--- src/rtl/alu_multicycle.sv ---
// Execute-stage ALU: single-cycle ADD..SRA, plus iterative MUL/DIVU/REMU.
// Handshake: an op is accepted on a rising edge where in_valid && in_ready && !flush; out_valid pulses for one cycle per completion.
module alu_multicycle #(
  parameter int WIDTH = 32
) (
  input  logic             clk,
  input  logic             reset,
  input  logic             in_valid,
  output logic             in_ready,
  input  logic [WIDTH-1:0] SrcAE,
  input  logic [WIDTH-1:0] SrcBE,
  input  logic [3:0]       ALUControlE,
  input  logic             flush,
  output logic             out_valid,
  output logic [WIDTH-1:0] ALUResult,
  output logic             zero,
  output logic             neg,
  output logic             carry,
  output logic             ovf,
  output logic [1:0]       dbg_state
);
  localparam int SHW = $clog2(WIDTH);

  localparam logic [3:0] OP_ADD  = 4'd0;
  localparam logic [3:0] OP_SUB  = 4'd1;
  localparam logic [3:0] OP_AND  = 4'd2;
  localparam logic [3:0] OP_OR   = 4'd3;
  localparam logic [3:0] OP_XOR  = 4'd4;
  localparam logic [3:0] OP_SLT  = 4'd5;
  localparam logic [3:0] OP_SLTU = 4'd6;
  localparam logic [3:0] OP_SLL  = 4'd7;
  localparam logic [3:0] OP_SRL  = 4'd8;
  localparam logic [3:0] OP_SRA  = 4'd9;
  localparam logic [3:0] OP_MUL  = 4'd10;
  localparam logic [3:0] OP_DIVU = 4'd11;
  localparam logic [3:0] OP_REMU = 4'd12;

  typedef enum logic [1:0] {IDLE, MUL, DIV, DONE} state_t;

  state_t           state, state_nxt;
  logic             accept, is_multi, last_step, div_ge;
  logic [SHW-1:0]   count;
  logic [3:0]       op_q;
  logic [WIDTH-1:0] mcand, mplier, acc, divisor, quo, rem;
  logic [WIDTH-1:0] b_eff, sc_res, mc_res;
  logic [WIDTH:0]   sum, rem_sh;
  logic             is_sub, sc_carry, sc_ovf;

  assign accept    = in_valid && in_ready && !flush;
  assign is_multi  = ALUControlE inside {OP_MUL, OP_DIVU, OP_REMU};
  assign last_step = (count == SHW'(WIDTH - 1));

  always_ff @(posedge clk or posedge reset) begin
    if (reset) state <= IDLE;
    else       state <= state_nxt;
  end

  always_comb begin
    state_nxt = state;
    case (state)
      IDLE:     if (accept && is_multi) state_nxt = (ALUControlE == OP_MUL) ? MUL : DIV;
      MUL, DIV: if (last_step) state_nxt = DONE;
      DONE:     state_nxt = IDLE;
      default:  state_nxt = IDLE;
    endcase
    if (flush) state_nxt = IDLE;
  end

  always_comb begin
    in_ready  = (state == IDLE);
    dbg_state = state;
  end

  // One adder serves ADD and SUB; SUB is A + ~B + 1 so carry=1 means no borrow.
  always_comb begin
    is_sub   = (ALUControlE == OP_SUB);
    b_eff    = is_sub ? ~SrcBE : SrcBE;
    sum      = {1'b0, SrcAE} + {1'b0, b_eff} + {{WIDTH{1'b0}}, is_sub};
    sc_res   = '0;
    sc_carry = 1'b0;
    sc_ovf   = 1'b0;
    case (ALUControlE)
      OP_ADD, OP_SUB: begin
        sc_res   = sum[WIDTH-1:0];
        sc_carry = sum[WIDTH];
        sc_ovf   = (SrcAE[WIDTH-1] == b_eff[WIDTH-1]) && (sum[WIDTH-1] != SrcAE[WIDTH-1]);
      end
      OP_AND:  sc_res = SrcAE & SrcBE;
      OP_OR:   sc_res = SrcAE | SrcBE;
      OP_XOR:  sc_res = SrcAE ^ SrcBE;
      OP_SLT:  sc_res = {{(WIDTH-1){1'b0}}, ($signed(SrcAE) < $signed(SrcBE))};
      OP_SLTU: sc_res = {{(WIDTH-1){1'b0}}, (SrcAE < SrcBE)};
      OP_SLL:  sc_res = SrcAE << SrcBE[SHW-1:0];
      OP_SRL:  sc_res = SrcAE >> SrcBE[SHW-1:0];
      OP_SRA:  sc_res = WIDTH'($signed(SrcAE) >>> SrcBE[SHW-1:0]);
      default: sc_res = '0;
    endcase
  end

  // Restoring divide: dividend bits shift out of quo's top into rem, quotient bits shift into quo's bottom.
  always_comb begin
    rem_sh = {rem, quo[WIDTH-1]};
    div_ge = (rem_sh >= {1'b0, divisor});
    case (op_q)
      OP_MUL:  mc_res = acc;
      OP_DIVU: mc_res = quo;
      default: mc_res = rem;
    endcase
  end

  always_ff @(posedge clk or posedge reset) begin
    if (reset) begin
      out_valid <= 1'b0;
      ALUResult <= '0;
      zero      <= 1'b0;
      neg       <= 1'b0;
      carry     <= 1'b0;
      ovf       <= 1'b0;
      count     <= '0;
      op_q      <= '0;
      mcand     <= '0;
      mplier    <= '0;
      acc       <= '0;
      divisor   <= '0;
      quo       <= '0;
      rem       <= '0;
    end else begin
      out_valid <= 1'b0;
      case (state)
        IDLE: if (accept) begin
          op_q  <= ALUControlE;
          count <= '0;
          if (is_multi) begin
            mcand   <= SrcAE;
            mplier  <= SrcBE;
            acc     <= '0;
            divisor <= SrcBE;
            quo     <= SrcAE;
            rem     <= '0;
          end else begin
            ALUResult <= sc_res;
            zero      <= (sc_res == '0);
            neg       <= sc_res[WIDTH-1];
            carry     <= sc_carry;
            ovf       <= sc_ovf;
            out_valid <= 1'b1;
          end
        end
        MUL: begin
          if (mplier[0]) acc <= acc + mcand;
          mcand  <= mcand << 1;
          mplier <= mplier >> 1;
          count  <= count + 1'b1;
        end
        DIV: begin
          rem   <= div_ge ? WIDTH'(rem_sh - {1'b0, divisor}) : rem_sh[WIDTH-1:0];
          quo   <= {quo[WIDTH-2:0], div_ge};
          count <= count + 1'b1;
        end
        DONE: if (!flush) begin
          ALUResult <= mc_res;
          zero      <= (mc_res == '0);
          neg       <= mc_res[WIDTH-1];
          carry     <= 1'b0;
          ovf       <= 1'b0;
          out_valid <= 1'b1;
        end
        default: ;
      endcase
    end
  end
endmodule
--- config.mk ---
export PLATFORM = sky130hd
export DESIGN_NAME = alu_multicycle
export DESIGN_NICKNAME = d
export VERILOG_FILES = /design/src/rtl/alu_multicycle.sv
export SDC_FILE = /design/constraint.sdc
export NUM_CORES = 1
export LEC_CHECK = 0
export CAP_MARGIN = 20
export CORE_ASPECT_RATIO = 0.6
export CORE_MARGIN = 5
export CORE_UTILIZATION = 49
export CTS_CLUSTER_SIZE = 30
export DETAILED_ROUTE_END_ITERATION = 10
export HOLD_SLACK_MARGIN = 0.1
export PLACE_DENSITY = 0.67
export SLEW_MARGIN = 20
export SYNTH_ARGS = -nofsm -noshare
export SYNTH_HDL_FRONTEND = slang
export SYNTH_SLANG_ARGS = --single-unit
--- constraint.sdc ---
create_clock -name clk -period 11.7 [get_ports clk]
set_input_delay 1.17 -clock clk [delete_from_list [all_inputs] [get_ports clk]]
set_output_delay 1.17 -clock clk [all_outputs]
set_load 0.05 [all_outputs]
# Yosys cells after proc, flatten, opt, wreduce, memory -nomap -nowiden
# Index checks and enable logic that the tools add are counted.
dict set report totals {
  register_bits 240
  latchBits 0
  mem_bits_rw 0
  rom_bits 0
  input_bits 72
  output_inout_bits 40
  word_cells 129
  n_memories 0
}
dict set report classes {
  add_sub_neg 5
  multipliers 0
  div 0
  order_cmp 3
  eq_ne 27
  n_shift 3
  n_mux 48
  bitwise 4
  n_reduce_logical 24
}
# cell count
set ops {}
lappend ops {{32-bit case mux with 2 select lines} 7}
lappend ops {{32-bit 2-to-1 mux} 12}
lappend ops {{32-bit case mux with 9 select lines} 1}
lappend ops {{32-bit logical NOT} 2}
lappend ops {{32-bit less-than comparator} 2}
lappend ops {{32-bit by 32-bit adder with 33-bit output} 1}
lappend ops {{33-bit by 1-bit adder with 33-bit output} 1}
lappend ops {{33-bit by 32-bit greater-or-equal comparator with 1-bit output} 1}
lappend ops {{32-bit adder} 1}
lappend ops {{32-bit bitwise AND} 1}
lappend ops {{32-bit NOT} 1}
lappend ops {{32-bit OR} 1}
lappend ops {{32-bit by 5-bit << shifter with 32-bit output} 1}
lappend ops {{32-bit by 5-bit >> shifter with 32-bit output} 1}
lappend ops {{32-bit by 5-bit >>> shifter with 32-bit output} 1}
lappend ops {{32-bit subtractor} 1}
lappend ops {{32-bit bitwise XOR} 1}
lappend ops {{4-bit equality test, second input constant} 7}
lappend ops {{4-bit by 3-bit equality test with 1-bit output, second input constant} 4}
lappend ops {{1-bit 2-to-1 mux} 16}
lappend ops {{1-bit case mux with 2 select lines} 5}
lappend ops {{5-bit case mux with 2 select lines} 1}
lappend ops {{3-bit AND reduction} 3}
lappend ops {{4-bit by 2-bit equality test with 1-bit output, second input constant} 2}
lappend ops {{other kinds (22)} 40}

# Logic depth before layout (Yosys ltp)
dict set report logic_depth {
  word_depth 10
  depth_mapped 19
  ltp_nobuf 16
}

# Worst setup path before layout
# No wires, ideal clock.
dict set report synth_path {
  path_kind {input-to-reg}
  from {input port SrcBE[3]}
  to {register zero}
  setup_time_ps 95
  t_arrival_ps 5322
  required_time_ps 11605
  slack_ps 6283
  stages 19
  n_path_buf 4
  path_cell_list {buf_2 -> inv_1 -> clkbuf_1 -> clkbuf_1 -> buf_1 -> xnor2_1 -> ha_1 -> o21a_1 -> o31a_1 -> o31a_1 -> o31ai_4 -> o21ai_2 -> nor3b_1 -> o41ai_2 -> nand3_1 -> or3b_1 -> nor4_2 -> nand4_1 -> o32ai_2}
}
dict set report synth_via {
  elab_chain_len 9
  word_cells_on_any_way 17
  cone_classes {add/sub (2); order compare (2); shift (3); mux (5); bitwise (4); reduce/logical (1)}
}
# item line
set synth_lines {}
lappend synth_lines {{from (decl)} 11} ;# input logic [WIDTH-1:0] SrcBE,
lappend synth_lines {{32-bit NOT} 77} ;# b_eff = is_sub ? ~SrcBE : SrcBE;
lappend synth_lines {{32-bit 2-to-1 mux} 77}
lappend synth_lines {{32-bit by 32-bit adder with 33-bit output} 78} ;# sum = {1'b0, SrcAE} + {1'b0, b_eff} + {{WIDTH{1'b0}}, is_sub};
lappend synth_lines {{33-bit by 1-bit adder with 33-bit output} 78}
lappend synth_lines {{32-bit case mux with 9 select lines *} 82} ;# case (ALUControlE)
lappend synth_lines {{32-bit logical NOT *} 142} ;# zero <= (sc_res == '0);
lappend synth_lines {{1-bit 2-to-1 mux *} 133} ;# if (is_multi) begin
lappend synth_lines {{1-bit 2-to-1 mux *} 130} ;# IDLE: if (accept) begin
lappend synth_lines {{1-bit case mux with 2 select lines *} 129} ;# case (state)
lappend synth_lines {{to (signal assigned)} 142}
lappend synth_lines {{to (signal assigned)} 162} ;# zero <= (mc_res == '0);
lappend synth_lines {{to (decl)} 16} ;# output logic zero,
# Mark *: on every way between the ends. The rest lies on a longest branch, timed or not. The select of a mux whose other input is x is not followed.
# A chain may end at the register's enable or synchronous reset.

# Final worst setup path
dict set report layout_path {
  from {input port ALUControlE[1]}
  to {register zero}
}
dict set report layout_via {
  elab_chain_len 9
  word_cells_on_any_way 25
  cone_classes {add/sub (2); eq/ne (13); mux (5); reduce/logical (5)}
}
# item line
set layout_lines {}
lappend layout_lines {{from (decl)} 12} ;# input logic [3:0] ALUControlE,
lappend layout_lines {{4-bit by 1-bit equality test with 1-bit output} {76, 82}}
lappend layout_lines {{32-bit 2-to-1 mux} 77}
lappend layout_lines {{32-bit by 32-bit adder with 33-bit output} 78}
lappend layout_lines {{33-bit by 1-bit adder with 33-bit output} 78}
lappend layout_lines {{32-bit case mux with 9 select lines} 82}
lappend layout_lines {{32-bit logical NOT} 142}
lappend layout_lines {{1-bit 2-to-1 mux} 133}
lappend layout_lines {{1-bit 2-to-1 mux} 130}
lappend layout_lines {{1-bit case mux with 2 select lines} 129}
# Parallel ways exist; a longest one is shown, timed or not. The select of a mux whose other input is x is not followed.

==> results.txt <==
- Library cell used as clock root buffer: sky130_fd_sc_hd__clkbuf_16
- Average routed wire per standard cell: between 20 and 30 µm
- Longest Clk Path Bufs: 3
* Setup Fix Bufs, Post-CTS: 0
- Number of remaining DRC errors: 0
- Initial antenna violation count: 4
* Ratio of cells with drive above 1 in the final layout: under 10%
- Slew at the pin closest to its max-slew limit: a little over 1 ns
- Post-layout minimum cycle time: 6.09 ns
- TritonCTS built the clock tree.
* Aggregate global-route resource usage: between 30 and 40%
- Classification of the worst-slack hold path: reg2reg
* Count of standard-cell rows: approximately 60
* Setup Total Neg Slack: 0 ns
* DRT iter0 DRCs: 3589
* Top library cells by usage in the layout, fill and taps aside: sky130_fd_sc_hd__nand2_1 (297), sky130_fd_sc_hd__nor2_1 (254), sky130_fd_sc_hd__a21oi_1 (251), sky130_fd_sc_hd__o21ai_0 (243), sky130_fd_sc_hd__dfrtp_1 (238)
- Share of Yosys cell area claimed by the top area cell type: between 20% and 30%
* Outcome: finished, final reports clean
- Global-route wire length before repair: ~140 mm
- CORE AREA: around 46000 µm²
* Clock slew seen by the registers of the worst setup and hold paths: 0.06 ns
* Die Area: about 52000 µm²
- Hold Vio Cnt, Final: 0
* Critical path type: in2reg
- Setup-failing EPs final: 0
- Ranked by total cell area, the synthesized netlist is headed by sky130_fd_sc_hd__dfrtp_1 (26%), sky130_fd_sc_hd__ha_1 (11%), sky130_fd_sc_hd__mux2i_1 (8.8%).
- Across the VDD grid, the largest voltage drop is roughly 0.15 mV.
- In this run the critical register-to-register path is captured at rem[6].
- Hold Path Depth: 2
* CTS sink cnt: ~240
- Input and output buffers added on the ports amount to between 100 and 150.
- For the worst flop-to-flop path, the logic depth is 15.
- The number of nets handed over by synthesis was a little over 3000.
* Most frequently used flop master after synthesis: sky130_fd_sc_hd__dfrtp_1
* LEAKAGE: ~11 nW
- Register-to-register path setup slack: 7.10 ns
- The number of global-route vias before repair came to between 20000 and 25000.
- Most frequent standard cell in the layout excluding fill and tap cells: sky130_fd_sc_hd__nand2_1
* Routed Antenna Nets: 0
* Die extent in x: 290 µm
- Unique cell type count in the Yosys netlist: slightly above 90
* Number of top-level design ports: 112
- In this run the number of H-tree levels came out at 1.
- Timing would allow up to between 150 and 200 MHz.
* Post-DP HPWL: around 74 mm
- Fraction of power consumed by the clock network: 14.5%
- Internal power component: 3.01 mW
- In this run the worst path has a maximum fanout of 33.
* Launch instance of the worst register-to-register path: divisor[1]
* Data required time of the worst path: approximately 12 ns
* Power density cells: ~230 nW/µm²
- In this run, synthesis produced a sequential element count of roughly 240.
- Per report_power, the sequential group accounts for about a quarter of the total.
- The number of clock buffers added by TritonCTS is 26.
* Vias per Instance: approximately 6.7
- Routability congestion estimate from global placement: 1.11
- On the final layout, the worst clock skew is ~0.027 ns.
* Routed Wire Length: roughly 99 mm
* Biggest area consumer among synthesized cells: sky130_fd_sc_hd__dfrtp_1
* Starting utilization of the core area: 49.7%
- The synthesized design contains 0 enable-type register cells.
- The clock reaches the later pin of the worst-skew pair after roughly 0.57 ns.
- After clock tree synthesis, the repair step resized 0 gates.
* Max Transition Viols Final: 0
- Setup repair after global routing left no endpoint under its margin.
- Sequential element share of the synthesized area: approximately a quarter
- Across the run, the number of max-cap violations was 0.
- Summed over all layers, the global routing overflow is 0.
- STA classifies the critical path startpoint as an input pin.
- Per report_power, the combinational group accounts for 59.6% of the total.
- During synthesis, Yosys emitted a total of 0 warnings.
- Overall power consumption: around 6 mW
- Maximum number of pins on one net before global-route repair: 157
- Final critical-path share of the clock period: a little over half
* Antenna diode count: 0
- The placed instances occupy a cell area of roughly 25000 µm².
* Average cell area after synthesis: 8.21 µm²
- The critical path ends at zero.
* Critical Path Sink Type: flip-flop
- Hold path start: ALUResult[2]
* Switching power of the nets: around 2.9 mW
* Area of all placed cells without fillers: between 20000 and 30000 µm²
- Critical path data arrival time: 6.55 ns
- Sw Share: 49.2%
- After the last flow step, the layout net total stands at roughly 3000.
* Synthesized netlist cell count: ~2800
- Area grow syn2layout: 10.7%
- Worst setup path start: ALUControlE[1]
- The number of hold buffers added after CTS was 0.
- Total via count after detailed routing: 23197
- Synthesized area: 23100 µm²
- Fillcell total: around 4300
- In the synthesized netlist the async set-or-reset flop fraction comes to between 90% and 100%.
* Worst slew margin relative to its limit: slightly above 30%
- First-pass DRT Iterations: 9
* Vert. Die Dim: ~180 µm
[area by class of cell]
cell class,instances,area [µm²],area share [%]
multi-input combinational,2225,15800,61.8
clock buffer,35,756,2.96
clock inverter,9,101,0.396
tap,630,788,3.08
inverter,146,556,2.17
timing repair buffer,174,1580,6.18
sequential,239,5980,23.4
[routing by layer]
layer	up-vias	GRT usage (%)	wire length (µm)
met1	11141	55.6	43600
met5	-	0	39
met3	233	15.1	16200
met2	1651	47.4	35900
met4	6	11.2	3650
li1	10166	-	-
[power groups by stage]
| stage | registers, mW | clock network [mW] | logic (mW) |
|---|---|---|---|
| finish | 1.54 | 0.861 | 3.54 |
| global route | 1.57 | 0.902 | 3.84 |
| CTS | 1.52 | 0.873 | 3.45 |
| global placement | 1.51 | 0 | 3.35 |
| floorplan | 1.57 | 0 | 2.38 |
| detailed placement | 1.53 | 0 | 3.43 |
[cell families after synthesis]
logic type | synth area share [%]
AO/OA/AOI/OAI | 23.6
XOR/XNOR | 4.02
buffers and inverters | 6.12
AND/OR/NAND/NOR | 15.1
multiplexers | 14.3
flip-flops | 25.9
adder cells (fa/ha/maj) | 10.9
[how the worst min path moves through the flow]
stage / endpoint / slack (ns)
floorplan: divisor[10] / 0.45
global placement: ALUResult[2] / 0.45
detailed placement: ALUResult[2] / 0.47
CTS: ALUResult[2] / 0.48
global route: divisor[9] / 0.50
finish: ALUResult[2] / 0.47
[flip-flops by register name, summed over array words and instances (netlist names), 4 cells and up]
name       count
mplier        32
quo           32
ALUResult     32
rem           32
acc           32
count          5
divisor       32
op_q           4
mcand         32
[worst max-delay path, stage by stage]
cell                              delay [ns]
sky130_fd_sc_hd__clkdlybuf4s50_1        0.82
sky130_fd_sc_hd__nor4b_2                0.42
sky130_fd_sc_hd__buf_4                  0.54
sky130_fd_sc_hd__xnor2_1                0.15
sky130_fd_sc_hd__ha_1                   0.37
sky130_fd_sc_hd__nor2b_4                0.15
sky130_fd_sc_hd__o31a_1                 0.27
sky130_fd_sc_hd__o31a_1                 0.31
sky130_fd_sc_hd__o31ai_4                0.36
sky130_fd_sc_hd__o21ai_2                0.19
sky130_fd_sc_hd__nor3b_1                0.18
sky130_fd_sc_hd__o41ai_2                0.36
sky130_fd_sc_hd__nand3_1                0.18
sky130_fd_sc_hd__or3b_1                 0.43
sky130_fd_sc_hd__nor4_2                 0.18
sky130_fd_sc_hd__nand4_1                0.15
sky130_fd_sc_hd__o32ai_2                0.29
[metrics by stage]
stage / worst slack [ns] / cells / utilization (%) / hold slack (ns)
2_1_floorplan: 3.97 / 2814 / - / 0.450
3_3_place_gp: 5.30 / 3414 / 53.1 / 0.449
3_5_place_dp: 5.21 / 3414 / 53.1 / 0.466
4_1_cts: 5.78 / 3458 / 55.0 / 0.479
5_1_grt: 5.38 / 3458 / 55.0 / 0.504
6_report: 5.61 / 3458 / 55.0 / 0.474
[Yosys cell counts, types with 34 or more instances]
cell	count
sky130_fd_sc_hd__a21oi_1	251
sky130_fd_sc_hd__xnor2_1	76
sky130_fd_sc_hd__buf_2	34
sky130_fd_sc_hd__mux2i_1	203
sky130_fd_sc_hd__inv_1	144
sky130_fd_sc_hd__a21o_1	36
sky130_fd_sc_hd__nand2_1	297
sky130_fd_sc_hd__dfrtp_1	239
sky130_fd_sc_hd__ha_1	197
sky130_fd_sc_hd__o21ai_0	244
sky130_fd_sc_hd__mux2_2	36
sky130_fd_sc_hd__clkbuf_1	136
sky130_fd_sc_hd__mux4_2	37
sky130_fd_sc_hd__nor2_1	254
sky130_fd_sc_hd__nor3_1	35
sky130_fd_sc_hd__nand3_1	44
(Power assumes the default switching activity.)
